[config.mk]
export PLATFORM = sky130hd
export DESIGN_NAME = func_unit_seq
export DESIGN_NICKNAME = d
export VERILOG_FILES = /design/src/rtl/func_unit_seq.sv
export SDC_FILE = /design/constraint.sdc
export NUM_CORES = 1
export LEC_CHECK = 0
export CORE_ASPECT_RATIO = 1.75
export CORE_MARGIN = 2
export CORE_UTILIZATION = 35
export DETAILED_ROUTE_END_ITERATION = 12
export DONT_BUFFER_PORTS = 1
export GPL_TIMING_DRIVEN = 0
export PLACE_DENSITY_LB_ADDON = 0.05
export SYNTH_ARGS = -nofsm -noshare
export SYNTH_HDL_FRONTEND = slang
export SYNTH_SLANG_ARGS = --single-unit
[constraint.sdc]
create_clock -name CLK -period 4.1 [get_ports CLK]
set_input_delay 0.41 -clock CLK [delete_from_list [all_inputs] [get_ports CLK]]
set_output_delay 0.41 -clock CLK [all_outputs]
set_load 0.02 [all_outputs]
[src/rtl/func_unit_seq.sv]
// func_unit_seq: single-cycle ALU/shift ops plus iterative shift-add MUL.
// Define FU_DIV_EN to turn FS=0111 into an iterative restoring divide.
module func_unit_seq #(
  parameter int WIDTH = 16
) (
  input  logic             CLK,
  input  logic             RESET,
  input  logic             START,
  input  logic [3:0]       FS,
  input  logic [WIDTH-1:0] A,
  input  logic [WIDTH-1:0] B,
  output logic [WIDTH-1:0] F,
  output logic [WIDTH-1:0] HI,
  output logic             V,
  output logic             C,
  output logic             N,
  output logic             Z,
  output logic             BUSY,
  output logic             DONE
);

  localparam int CW = $clog2(WIDTH + 1);

  typedef enum logic {IDLE, ITER} state_t;

  state_t           state_q, state_d;
  logic [CW-1:0]    cnt_q, cnt_d;
  logic [WIDTH-1:0] op_q, op_d;
  logic [WIDTH-1:0] ah_q, ah_d;
  logic [WIDTH-1:0] al_q, al_d;
  logic [WIDTH-1:0] f_d, hi_d;
  logic             v_d, c_d, n_d, z_d;
  logic             done_d;
  logic             start_mc;

  logic [WIDTH-1:0] y;
  logic             cin;
  logic             arith;
  logic [WIDTH:0]   sum;
  logic [WIDTH-1:0] alu_f;
  logic             alu_c;
  logic             alu_v;

  logic [WIDTH:0]   madd;
  logic [WIDTH-1:0] mul_hi, mul_lo;
  logic [WIDTH-1:0] step_hi, step_lo;

  always_comb begin
    y     = '0;
    cin   = 1'b0;
    arith = 1'b0;
    alu_f = A;
    alu_c = 1'b0;
    alu_v = 1'b0;
    case (FS)
      4'h1: begin cin = 1'b1; arith = 1'b1; end
      4'h2: begin y = B; arith = 1'b1; end
      4'h3: begin y = B; cin = 1'b1; arith = 1'b1; end
      4'h4: begin y = ~B; arith = 1'b1; end
      4'h5: begin y = ~B; cin = 1'b1; arith = 1'b1; end
      4'h6: begin y = '1; arith = 1'b1; end
      4'h8: alu_f = A & B;
      4'h9: alu_f = A | B;
      4'hA: alu_f = A ^ B;
      4'hB: alu_f = ~A;
      4'hC: alu_f = B;
      4'hD: begin
        alu_f = {1'b0, B[WIDTH-1:1]};
        alu_c = B[0];
      end
      4'hE: begin
        alu_f = {B[WIDTH-2:0], 1'b0};
        alu_c = B[WIDTH-1];
      end
      default: alu_f = A;
    endcase
    sum = {1'b0, A} + {1'b0, y} + {{WIDTH{1'b0}}, cin};
    if (arith) begin
      alu_f = sum[WIDTH-1:0];
      alu_c = sum[WIDTH];
      alu_v = (A[WIDTH-1] == y[WIDTH-1]) &&
              (sum[WIDTH-1] != A[WIDTH-1]);
    end
  end

  // {ah,al} shifts right; multiplier bits leave al as product bits enter
  assign madd   = {1'b0, ah_q} + (al_q[0] ? {1'b0, op_q} : '0);
  assign mul_hi = madd[WIDTH:1];
  assign mul_lo = {madd[0], al_q[WIDTH-1:1]};

`ifdef FU_DIV_EN
  logic             div_q, div_d;
  logic             is_div;
  logic [WIDTH:0]   rsh;
  logic             ge;
  logic [WIDTH-1:0] rdif;
  logic [WIDTH-1:0] div_hi, div_lo;

  assign is_div   = (FS == 4'h7);
  assign start_mc = (FS == 4'hF) || is_div;
  // ah holds the partial remainder, al the dividend/quotient
  assign rsh      = {ah_q, al_q[WIDTH-1]};
  assign ge       = (rsh >= {1'b0, op_q});
  assign rdif     = rsh[WIDTH-1:0] - op_q;
  assign div_hi   = ge ? rdif : rsh[WIDTH-1:0];
  assign div_lo   = {al_q[WIDTH-2:0], ge};
  assign step_hi  = div_q ? div_hi : mul_hi;
  assign step_lo  = div_q ? div_lo : mul_lo;
`else
  assign start_mc = (FS == 4'hF);
  assign step_hi  = mul_hi;
  assign step_lo  = mul_lo;
`endif

  always_comb begin
    state_d = state_q;
    cnt_d   = cnt_q;
    op_d    = op_q;
    ah_d    = ah_q;
    al_d    = al_q;
    f_d     = F;
    hi_d    = HI;
    v_d     = V;
    c_d     = C;
    n_d     = N;
    z_d     = Z;
    done_d  = 1'b0;
`ifdef FU_DIV_EN
    div_d   = div_q;
`endif
    unique case (state_q)
      IDLE: begin
        if (START) begin
          if (start_mc) begin
            state_d = ITER;
            cnt_d   = CW'(WIDTH);
            ah_d    = '0;
            op_d    = A;
            al_d    = B;
`ifdef FU_DIV_EN
            div_d   = is_div;
            if (is_div) begin
              op_d = B;
              al_d = A;
            end
`endif
          end else begin
            f_d    = alu_f;
            hi_d   = '0;
            v_d    = alu_v;
            c_d    = alu_c;
            n_d    = alu_f[WIDTH-1];
            z_d    = (alu_f == '0);
            done_d = 1'b1;
          end
        end
      end
      ITER: begin
        ah_d  = step_hi;
        al_d  = step_lo;
        cnt_d = cnt_q - CW'(1);
        if (cnt_q == CW'(1)) begin
          state_d = IDLE;
          done_d  = 1'b1;
          f_d     = step_lo;
          hi_d    = step_hi;
          n_d     = step_hi[WIDTH-1];
          z_d     = ({step_hi, step_lo} == '0);
          c_d     = (step_hi != '0);
          v_d     = (step_hi != '0);
`ifdef FU_DIV_EN
          if (div_q) begin
            n_d = step_lo[WIDTH-1];
            z_d = (step_lo == '0);
            c_d = 1'b0;
            v_d = (op_q == '0);
          end
`endif
        end
      end
      default: state_d = IDLE;
    endcase
  end

  always_ff @(posedge CLK or negedge RESET) begin
    if (!RESET) begin
      state_q <= IDLE;
      cnt_q   <= '0;
      op_q    <= '0;
      ah_q    <= '0;
      al_q    <= '0;
      F       <= '0;
      HI      <= '0;
      V       <= 1'b0;
      C       <= 1'b0;
      N       <= 1'b0;
      Z       <= 1'b0;
      DONE    <= 1'b0;
    end else begin
      state_q <= state_d;
      cnt_q   <= cnt_d;
      op_q    <= op_d;
      ah_q    <= ah_d;
      al_q    <= al_d;
      F       <= f_d;
      HI      <= hi_d;
      V       <= v_d;
      C       <= c_d;
      N       <= n_d;
      Z       <= z_d;
      DONE    <= done_d;
    end
  end

`ifdef FU_DIV_EN
  always_ff @(posedge CLK or negedge RESET) begin
    if (!RESET) div_q <= 1'b0;
    else        div_q <= div_d;
  end
`endif

  assign BUSY = (state_q == ITER);

endmodule

Yosys cells after proc, flatten, opt, wreduce, memory -nomap -nowiden
Index checks and enable logic that the tools add are counted.
{ "op_classes": {"n_eq_ne": 21, "bitwise": 6, "n_reduce_logical": 11, "muxes": 49, "add_sub_neg": 4} }
{ "ops": {"columns": ["operator", "n"], "rows": [
  ["$mux 16", 12],
  ["$pmux 16 s2", 4],
  ["$pmux 16 s7", 1],
  ["$pmux 16 s3", 1],
  ["$add 16x16->17", 2],
  ["$eq 4x4->1 const B", 8],
  ["$logic_not 32->1", 1],
  ["$not 16->16", 2],
  ["$mux 1", 21],
  ["$add 17x1->17", 1],
  ["$and 16x16->16", 1],
  ["$logic_not 16->1", 1],
  ["$or 16x16->16", 1],
  ["$reduce_bool 16->1", 1],
  ["$xor 16x16->16", 1],
  ["$pmux 1 s2", 7],
  ["$eq 4x3->1 const B", 3],
  ["$mux 5", 2],
  ["$pmux 5 s2", 1],
  ["$eq 4x2->1 const B", 2],
  ["$ne 2x2->1 const B", 3],
  ["$reduce_and 3->1", 2],
  ["$reduce_or 6->1", 1],
  ["$eq 5x1->1 const B", 1],
  ["10 further kinds", 11]
]} }
{ "totals": {"elab_cells": 103, "inputBits": 39, "output_inout_bits": 38, "reg_bits": 91} }

Logic depth before layout (Yosys ltp)
{ "depth": {"depth_word": 11, "depth_mapped": 21, "depth_no_buf": 17} }

Least setup slack after synthesis
OpenSTA, ideal clock, no wires.
{ "synth_path": {"path_kind": "input -> register", "from": "in FS[1]", "to": "reg F[15]", "setup_time_ns": 0.082, "path_buffers": 6, "setup_slack_ns": -0.200, "required_ns": 4.018, "path_stages": 19, "t_arrival_ns": 4.218, "cell_sequence": "clkbuf_1 buf_2 buf_1 clkbuf_1 and2_1 clkbuf_1 clkbuf_1 a21oi_1 nor2_1 ha_1 o21ai_0 a21oi_1 a41oi_1 nor4_1 a2111oi_2 xor2_1 a32oi_1 nand2_1 a31oi_1"} }
{ "synth_between": {"elab_chain_len": 9, "word_cells_on_any_way": 30, "cone_classes": "add/sub (2); eq/ne (15); mux (8); reduce/logical (5)"} }
{ "synth_lines": {"columns": ["item", "line", "text"], "rows": [
  ["start: declaration", "9", "input logic [3:0] FS,"],
  ["$eq 4x3->1 or $eq 4x2->1 (tied branches)", "55", "case (FS)"],
  ["$reduce_or 2->1 (no line)", null, null],
  ["$pmux 16 s3", "55", null],
  ["$add 16x16->17", "77", "sum = {1'b0, A} + {1'b0, y} + {{WIDTH{1'b0}}, cin};"],
  ["$add 17x1->17", "77", null],
  ["$mux 16", "78", "if (arith) begin"],
  ["$mux 16", "134", "if (start_mc) begin"],
  ["$mux 16", "133", "if (START) begin"],
  ["$pmux 16 s2", "131", "unique case (state_q)"],
  ["end signal: assignment", "192", "F <= '0;"],
  ["end signal: assignment", "205", "F <= f_d;"],
  ["end: declaration", "12", "output logic [WIDTH-1:0] F,"]
]} }
Several ways; a longest one is shown, not always the timed one. The select of a mux whose other input is x is not followed.
A chain may end at the register's enable or synchronous reset.

Worst setup path in the final report
{ "layout_path": {"from": "in FS[2]", "to": "reg Z"} }
{ "layout_between": {"elab_chain_len": 10, "word_cells_on_any_way": 31, "cone_classes": "add/sub (2); eq/ne (15); mux (8); reduce/logical (6)"} }
{ "layout_lines": {"columns": ["item", "line", "text"], "rows": [
  ["$eq 4x3->1 or $eq 4x2->1 (tied branches)", "55", null],
  ["$reduce_or 2->1 (no line)", null, null],
  ["$pmux 16 s3", "55", null],
  ["$add 16x16->17", "77", null],
  ["$add 17x1->17", "77", null],
  ["$mux 16", "78", null],
  ["$logic_not 16->1", "153", "z_d = (alu_f == '0);"],
  ["$mux 1", "134", null],
  ["$mux 1", "133", null],
  ["$pmux 1 s2", "131", null],
  ["end signal: assignment", "210", "Z <= z_d;"],
  ["end: declaration", "17", "output logic Z,"]
]} }
Several ways; a longest one is shown, not always the timed one. The select of a mux whose other input is x is not followed.

==> summary.txt <==
Detailed routing
  – Met3 WL: between 1 and 1.5 mm
  – Met2 WL: approximately 17 mm
  – DR top layer: met4
  – Final WL: 30.5 mm
  – Initial drt markers: 324
  – WL per Instance: 24.8 um
  – DRC Markers: 0
  – Drt pass-1 iters: 5
  – Vias: around 7,200
  – Via/cell ratio: ~5.9
  – DRT antenna net count: 0
  – Wl on met1: between 10 and 15 mm

Die
  – CORE AREA: approximately 0.021 sq mm
  – Cell row count: a little over 70
  – # IOs: 77
  – Die area: approximately 0.023 sq mm
  – Initial Util: 0.354
  – Die outline height: about 200 um
  – Die width: approximately 120 um

Setup path
  – Reg2Reg Depth: 11
  – CP required: around 4.4 ns
  – Worst Path Arrival: 4.21 ns
  – Internal reg-to-reg setup slack: approximately 0.24 ns
  – FF-to-FF End: V$_DFFE_PN0P_
  – CP Max Fanout: 19
  – CP Class: in -> reg
  – Reg2reg start: al_q[0]$_DFFE_PN0P_
  – CP Launch Type: input pin
  – Worst setup EP type: register

CTS
  – Sink Count: 91
  – Clk buf depth: 2
  – Worst-path clk slew: about 0.07 ns
  – CTS HTree Levels: 3
  – Clk root buf: clkbuf_16
  – CTS tree: built
  – Num CTS Buffers: 9
  – Clock Latency Late Sink: approximately 0.36 ns

Synth
  – Post-synth ARST share: 1.00
  – Synth top area cells: dfrtp_1, ha_1, nand2_1, nor2_1, a21oi_1
  – Post-synth top area cell: dfrtp_1
  – Yosys cell types: between 80 and 90
  – Synth Cell Area: roughly 0.0076 sq mm
  – Cells after synthesis: 916
  – Post-Syn Nets: just over 1,000
  – Post-synth EDFFs: 0
  – Top_reg_cell synth: dfrtp_1
  – Share of the synthesized area in the top cell type: 0.300
  – Sequential fraction of the synthesis area: 0.300
  – YS warnings: 0
  – Post-synthesis register bit count: 91
  – Avg Cell Area, Syn: roughly 8.3 sq um

Final layout
  – Final Util: 0.399
  – Post-route insts no fill: 1,232
  – Register area: approximately 0.0023 sq mm
  – Synth-to-layout area growth: 12.6%
  – Most frequent cells in the layout: nand2_1, dfrtp_1, nor2_1
  – Commonest non-fill, non-tap cell in the layout: nand2_1
  – Final Instance Area: 0.00854 sq mm
  – # nets final: about 1,000
  – Fillers: ~2,300
  – Multi-input logic area: a little over 0.005 sq mm
  – # diodes: 0
  – Layout cells sized above 1: 0.111

GRT
  – Initial antenna violation count: 0
  – First-pass GRT wire length: ~46 mm
  – Vias in the first global route: between 7,000 and 8,000
  – Largest net degree at the start of global routing: between 90 and 100
  – Gr ovfl total: 0
  – Total GRT Usage: 0.272

STA
  – Post-route setup TNS: 0 ns
  – Worst slew margin: 0.387
  – Minimum clock period after layout: a little under 4 ns
  – Worst setup margin: around 0.16 ns
  – Final Hold Fails: 0
  – Hold_ws: about 0.20 ns
  – RSZ-0062 raised after global routing: false
  – Slew @ Worst Pin: between 0.9 and 1 ns
  – Max Freq: between 0.2 and 0.3 GHz
  – Fin crit share: 0.961
  – Pins over their slew limit: 0
  – Clock Skews: 0.00802 ns
  – Final setup vio count: 0

Run
  – Max Cap Viol: 0

Placement
  – Routability Congestion: around 0.94
  – Setup slack at placement: -1.78 ns
  – Placed insts: approximately 1,200
  – Area post-placement: 0.00796 sq mm
  – IO buf count: 0
  – Hpwl dp: around 25 mm

Pwr
  – Pwr Total: 5.05 mW
  – Leakage: 3.80 nW
  – PD cells: 591 mW/mm^2
  – IR drop worst, VDD: ~210 uV

Min path
  – HP Class: in -> reg
  – Hold Path Stages: 1
  – Worst Hold End: op_q[5]$_DFFE_PN0P_
  – HP Start: A[5]

Status
  – Status: finished clean
==> worst max-delay path by stage <==
| stage | startpoint | end | slack (ns) | cells past startpoint |
|---|---|---|---|---|
| CTS | FS[2] | Z$_DFFE_PN0P_ | 0.01 | 17 |
| detailed placement | FS[3] | F[15]$_DFFE_PN0P_ | -1.78 | 16 |
| floorplan | FS[0] | F[15]$_DFFE_PN0P_ | 0.05 | 19 |
| global route | FS[2] | Z$_DFFE_PN0P_ | 0.004 | 19 |
| global placement | FS[3] | F[15]$_DFFE_PN0P_ | -1.79 | 16 |
| finish | FS[2] | Z$_DFFE_PN0P_ | 0.16 | 19 |
==> state kept, by name, summed over array words and instances, names as in the netlist <==
register	cells
BUSY	1
C	1
DONE	1
F	16
HI	16
N	1
V	1
Z	1
ah_q	16
al_q	16
cnt_q	5
op_q	16
==> worst max-delay path, stage by stage <==
cell      delay, ns
clkbuf_4       0.25
clkbuf_4       0.29
nand2_2        0.12
nor2_1         0.11
a21oi_1        0.05
nor2_1         0.17
fa_2           0.24
inv_1          0.06
fa_2           0.37
nor2b_2        0.16
o31a_1         0.26
buf_4          0.16
o22ai_2        0.08
mux2i_1        0.15
a221oi_1       0.29
nand4_1        0.24
nor4b_2        0.32
nand4_1        0.21
o31ai_1        0.27
==> power by group <==
group / internal, mW / switching (mW) / total, mW
registers: 1.27 / 0.446 / 1.72
clock network: 0.415 / 0.385 / 0.801
logic: 0.960 / 1.57 / 2.53
total: 2.65 / 2.40 / 5.05
==> layout make-up <==
| type | count | area share |
|---|---|---|
| sequential | 91 | 0.267 |
| timing repair buffer | 15 | 0.0179 |
| multi-input combinational | 725 | 0.591 |
| tap | 292 | 0.0428 |
| clock buffer | 11 | 0.0273 |
| buffer | 44 | 0.0287 |
| inverter | 49 | 0.0215 |
| clock inverter | 5 | 0.00454 |
==> layer usage <==
metal / GRT usage / vias up
met2: 0.519 / 225
li1: - / 3361
met4: 0.165 / 0
met1: 0.271 / 3565
met3: 0.0350 / 92
met5: 0 / -
==> cells in the mapped netlist (all sizes together) (8+ instances only) <==
| cell | count |
|---|---|
| nor2 | 92 |
| nor2b | 10 |
| a21o | 11 |
| a22oi | 9 |
| nor3 | 13 |
| a31oi | 23 |
| inv | 47 |
| clkbuf | 36 |
| o21a | 12 |
| a21oi | 62 |
| and2 | 22 |
| xor2 | 9 |
| ha | 65 |
| xnor2 | 11 |
| mux2i | 10 |
| o21ai | 61 |
| o211ai | 12 |
| mux2 | 20 |
| nand2 | 105 |
| o21bai | 8 |
| a22o | 22 |
| dfrtp | 91 |
| nor4 | 10 |
| o31ai | 8 |
| buf | 15 |
| nand2b | 16 |
| nand3 | 9 |
==> cell families (layout without fill, tap and decap cells) <==
logic type | count (synthesis) | after routing | synth area share
AND/OR/NAND/NOR | 310 | 310 | 0.194
AO/OA/AOI/OAI | 293 | 293 | 0.263
buffers and inverters | 100 | 124 | 0.0505
flip-flops | 91 | 91 | 0.300
adder cells (fa/ha/maj) | 68 | 68 | 0.115
multiplexers | 34 | 34 | 0.0548
XOR/XNOR | 20 | 20 | 0.0231
==> repair_timing <==
| item | in CTS | in global routing |
|---|---|---|
| cloned | 0 | 1 |
| gates resized for setup | 27 | 34 |
| hold endpoints to repair | 91 | 0 |
| endpoints found under the setup margin | 15 | 9 |
| setup buffers | 3 | 9 |
| hold buffers | 2 | 0 |
| pin swaps | 7 | 12 |
Power figures use the tool's default switching activity.
